$ cat config.mk
export PLATFORM = sky130hd
export DESIGN_NAME = uart_rx
export DESIGN_NICKNAME = d
export VERILOG_FILES = /design/src/rtl/uart_pkg.sv /design/src/rtl/uart_sync.sv /design/src/rtl/uart_rx.sv
export SDC_FILE = /design/constraint.sdc
export NUM_CORES = 1
export LEC_CHECK = 0
export ABC_AREA = 1
export BUFFER_PORTS_ARGS = -buffer_cell sky130_fd_sc_hd__buf_2
export CORE_MARGIN = 2
export CORE_UTILIZATION = 55
export DETAILED_ROUTE_END_ITERATION = 8
export HOLD_SLACK_MARGIN = 0.02
export PLACE_DENSITY = 0.84
export SETUP_SLACK_MARGIN = 0.1
export SYNTH_ARGS = -nofsm -noshare
export SYNTH_HDL_FRONTEND = slang
export SYNTH_SLANG_ARGS = --single-unit
$ cat constraint.sdc
create_clock -name clk -period 1.71 [get_ports clk]
set_input_delay 0.171 -clock clk [delete_from_list [all_inputs] [get_ports clk]]
set_output_delay 0.171 -clock clk [all_outputs]
set_load 0.1 [all_outputs]
$ cat src/rtl/uart_pkg.sv
// uart_pkg: baud timing defaults, counter width and FSM encoding shared by uart_rx and uart_tx
package uart_pkg;
  localparam int CNT_BAUD_MAX = 5207;
  localparam int CNT_HALF = CNT_BAUD_MAX / 2;
  localparam int CNT_W = 13;
  localparam logic [1:0] IDLE = 2'd0;
  localparam logic [1:0] START = 2'd1;
  localparam logic [1:0] DATA = 2'd2;
  localparam logic [1:0] STOP = 2'd3;
endpackage

$ cat src/rtl/uart_sync.sv
// uart_sync: two-flop synchronizer with a configurable reset value
module uart_sync #(
  parameter logic RST_VAL = 1'b1
) (
  input  logic clk,
  input  logic rst_n,
  input  logic d,
  output logic q
);
  logic meta;
  always_ff @(posedge clk or negedge rst_n)
    if (!rst_n) {q, meta} <= {2{RST_VAL}};
    else {q, meta} <= {meta, d};
endmodule

$ cat src/rtl/uart_rx.sv
// uart_rx: 8N1 receiver; mid-bit sampling, one-cycle po_flag / frame_err pulses
module uart_rx
  import uart_pkg::*;
#(
  parameter int CNT_BAUD_MAX = uart_pkg::CNT_BAUD_MAX,
  parameter int CNT_HALF = CNT_BAUD_MAX / 2
) (
  input  logic       clk,
  input  logic       rst_n,
  input  logic       rx,
  output logic [7:0] po_data,
  output logic       po_flag,
  output logic       frame_err
);
  logic rx_sync, rx_hist, fall, strobe, wrap;
  logic [1:0] state;
  logic [CNT_W-1:0] cnt_baud;
  logic [2:0] bit_cnt;
  logic [7:0] shift_reg;
  uart_sync #(.RST_VAL(1'b1)) u_sync (.clk(clk), .rst_n(rst_n), .d(rx), .q(rx_sync));
  always_ff @(posedge clk or negedge rst_n)
    if (!rst_n) rx_hist <= 1'b1;
    else rx_hist <= rx_sync;
  assign fall = rx_hist & ~rx_sync;
  assign strobe = cnt_baud == CNT_W'(CNT_HALF);
  assign wrap = cnt_baud == CNT_W'(CNT_BAUD_MAX);
  // bit_cnt wraps 7->0 on the last data strobe, so a DATA wrap with bit_cnt==0 ends the byte
  always_ff @(posedge clk or negedge rst_n)
    if (!rst_n) begin
      state <= IDLE;
      cnt_baud <= '0;
      bit_cnt <= '0;
      shift_reg <= '0;
      po_data <= '0;
      po_flag <= 1'b0;
      frame_err <= 1'b0;
    end else begin
      po_flag <= 1'b0;
      frame_err <= 1'b0;
      cnt_baud <= (state == IDLE || wrap) ? '0 : cnt_baud + 1'b1;
      case (state)
        IDLE: if (fall) state <= START;
        START:
          if (strobe && rx_sync) begin
            state <= IDLE;
            cnt_baud <= '0;
          end else if (wrap) begin
            state <= DATA;
            bit_cnt <= '0;
          end
        DATA: begin
          if (strobe) begin
            shift_reg[bit_cnt] <= rx_sync;
            bit_cnt <= bit_cnt + 1'b1;
          end
          if (wrap && bit_cnt == '0) state <= STOP;
        end
        default:
          if (strobe) begin
            po_flag <= rx_sync;
            frame_err <= ~rx_sync;
            if (rx_sync) po_data <= shift_reg;
            state <= IDLE;
            cnt_baud <= '0;
          end
      endcase
    end
endmodule
==> results.json <==
{
  "dieArea_sq_mm": 0.00424,
  "gp_congestion": 0.892,
  "finalHoldViolCount": 0,
  "cts.sinks": 39,
  "cp_slowest_stage_delay_ns": 0.50,
  "tns_ns": 0,
  "coreArea_sq_mm": 0.00363,
  "min_path_type": "primary input to asynchronous set/reset pin",
  "synth_cells": 262,
  "final-max-slew-violation-count": 0,
  "fin_crit_ns": 1.65,
  "dpl_worst_slack_ns": 0.0590,
  "yosysTopAreaCell": "dfrtp_1",
  "post-dp-hpwl_um": 2830,
  "muxShareOfSynthArea": 0,
  "clock-skew-final_ns": 0.00649,
  "synth_area_sq_mm": 0.00205,
  "crit_required_ns": 1.93,
  "post-synth-top-count-cell": "nand2_1",
  "power.clock.fraction": 0.271,
  "p_seq_frac": 0.368,
  "syn_area_per_cell_sq_um": 7.83,
  "crit_type": "flop to flop",
  "rows": 22,
  "grt_pass1_wl_um": 6780,
  "crit_family": "simple AND/OR/NAND/NOR gates",
  "tightest_slew_ns": 0.487,
  "start_kind": "flop",
  "layout_setup_ws_ns": 0.0570,
  "postPlaceCellArea_sq_mm": 0.00220,
  "die_x_um": 65.1,
  "synth_top_family_by_area": "simple AND/OR/NAND/NOR gates",
  "numCtsBuffers": 5,
  "cts_max_path_buffers": 2,
  "synth.distinct_cells": 27,
  "synthFlopType": "dfrtp_1",
  "drv_cap": 0,
  "switching_share": 0.368,
  "yosys.area_share.simple": 0.329,
  "worstPathMaxFanout": 6,
  "first_global_vias": 1574,
  "seq_area_frac_synth": 0.477,
  "syn-num-nets": 272,
  "cp_num_buf_inv": 0,
  "timing.fmax_mhz": 605,
  "yosysTopAreaCellShare": 0.439,
  "clkSlewWorstSetupHoldPaths_ns": 0.07,
  "pwr-share-comb": 0.361,
  "ys_top_cells_by_count": "nand2_1 (80), dfrtp_1 (36), inv_1 (36)",
  "drtIter0Drc": 167,
  "status": "finished clean",
  "finalCritPeriodShare": 0.967,
  "rsz0062_at_grt": "yes",
  "ir_drop_v": 0.000593,
  "postLayoutCoreUtil": 0.687,
  "cts_tree": "done",
  "netSwitchingPower_mw": 1.08,
  "power_mw": 2.93,
  "async_flop_share": 1.00,
  "crit_chain": "nand2_1 -> nor3_2 -> nand4_1 -> o21ai_0 -> nand2_1 -> nor2_1",
  "p_leak_nw": 1.27,
  "antenna_found_initial": 0,
  "cts_max_level": 2,
  "io_buffers": 12,
  "synth_edf_count": 0,
  "area_growth_syn_to_layout_pct": 21.7,
  "viasPerCell": 5.28,
  "io_pins": 13,
  "largest_reg_flops": 13,
  "synth-seq-cells": 39,
  "cts_root_buf": "clkbuf_8",
  "wl_per_cell_um": 13.9,
  "grt_usage": 0.209,
  "vias": 1786,
  "wirelength_um": 4710,
  "drc": 0,
  "grt_remaining_overflow": 0,
  "cp.arrival_ns": 1.88,
  "setup_viol": 0,
  "synthXorXnorAreaFrac": 0.0299,
  "ys_warn_count": 0,
  "end_kind": "flop",
  "synth_area_leaders": "dfrtp_1 (44%), nand2_1 (15%), inv_1 (6.6%)",
  "synth_fa_ha_area_frac": 0.0427,
  "num-nets-final": 299,
  "relSlewSlack": 0.678,
  "p_int_mw": 1.85,
  "synth-compound-area-share": 0.0451,
  "grt_max_degree": 40,
  "cpMostUsedCell": "nand2_1",
  "die_h_um": 65.1,
  "layout-drive-gt1-share": 0.238,
  "cellPowerDensity_mw_per_mm2": 1170,
  "start_util": 0.565,
  "diodes": 0,
  "design_area_sq_mm": 0.00250,
  "firstDrtPassIters": 5,
  "ant_nets": 0,
  "clk_latency_ns": 0.30,
  "crit_path_top_delay_cell": "dfrtp_1"
}
## area by class of cell
cell class | count | area, sq um
clock buffers | 6 | 82.6
clock inverters | 2 | 35.0
well taps | 48 | 60.1
inverters | 38 | 148
multi-input cells | 184 | 1050
repair buffers | 21 | 145
flip-flops and latches | 39 | 980
fillers | 279 | 1140
## layer usage
| metal | GRT usage | vias up | share of wire |
|---|---|---|---|
| li1 | - | 863 | - |
| met1 | 0.274 | 838 | 0.41 |
| met2 | 0.332 | 68 | 0.50 |
| met3 | 0.0538 | 17 | 0.060 |
| met4 | 0.0807 | 0 | 0.030 |
| met5 | 0 | - | 0 |
## through the flow
stage / cells / hold WS (ns)
after detailed placement: 323 / 0.153
final: 338 / 0.359
after global placement: 323 / 0.152
after global routing: 338 / 0.362
after CTS: 334 / 0.360
after floorplan: 262 / -0.125
## worst paths after layout
check,slack (ns),from,cells past startpoint,end
max in group asynchronous,1.09,rst_n,3,u_sync.meta
hold / removal,0.36,rst_n,3,cnt_baud[10]
setup / recovery,0.06,cnt_baud[5],6,cnt_baud[11]
hold reg to reg,0.36,u_sync.meta,0,u_sync.q
min in group clk,0.36,u_sync.meta,0,u_sync.q
setup reg to reg,0.06,cnt_baud[5],6,cnt_baud[11]
## power groups by stage
stage	sequential, mW	combinational, mW	clock [mW]
final	1.08	1.06	0.795
after global routing	1.08	1.15	0.832
after CTS	1.07	0.829	0.804
after detailed placement	1.08	0.771	0
after global placement	1.08	0.745	0
after floorplan	1.06	0.605	0
## what timing repair did
item                                    in CTS  in global routing
gates resized for setup                      3                 31
hold buffers                                 2                  0
pin swaps                                    1                  9
endpoints found under the setup margin      10                 34
buffers inserted                             0                  4
endpoints found under the hold margin       37                  0
cloned                                       1                  0
## logic make-up (layout without fill, tap and decap cells)
logic type / count (synthesis) / count (layout)
AOI/OAI and AO/OA: 17 / 17
xor gates and xnor gates: 7 / 7
adders and majority gates: 7 / 7
buffers and inverters: 40 / 67
DFF: 39 / 39
and+or+nand+nor: 152 / 153
## cell usage in the layout, fill, tap and decap left out
cell,netlist,final
bufinv_16,0,1
nand2_4,2,6
nor2_2,2,5
nor3_1,4,3
nor2_4,2,5
inv_1,36,34
a21oi_1,2,1
o21ai_2,0,1
o21ai_1,3,3
nand2_2,2,5
clkbuf_8,0,6
buf_2,1,12
inv_2,1,3
buf_12,0,1
nand3_2,1,3
nand3_4,1,2
nand3_1,19,16
dlygate4sd3_1,0,2
nand4_1,4,4
or2_2,1,1
xor2_1,5,5
xnor2_1,2,2
a21oi_2,2,2
buf_4,0,6
nor3_2,0,1
dfstp_2,3,3
o21ai_0,10,9
dfrtp_1,36,36
ha_2,0,2
clkinv_2,0,1
a21oi_4,0,1
ha_1,7,4
clkinv_4,1,1
ha_4,0,1
and3_1,1,1
nor2_1,33,27
nand2_1,80,74
## worst reg2reg max path, stage by stage (launching register included)
cell	delay (ns)
dfrtp_1	0.50
nand2_1	0.14
nor3_2	0.28
nand4_1	0.22
o21ai_0	0.24
nand2_1	0.08
nor2_1	0.12
Note: power is estimated with default switching activity, not from simulation.
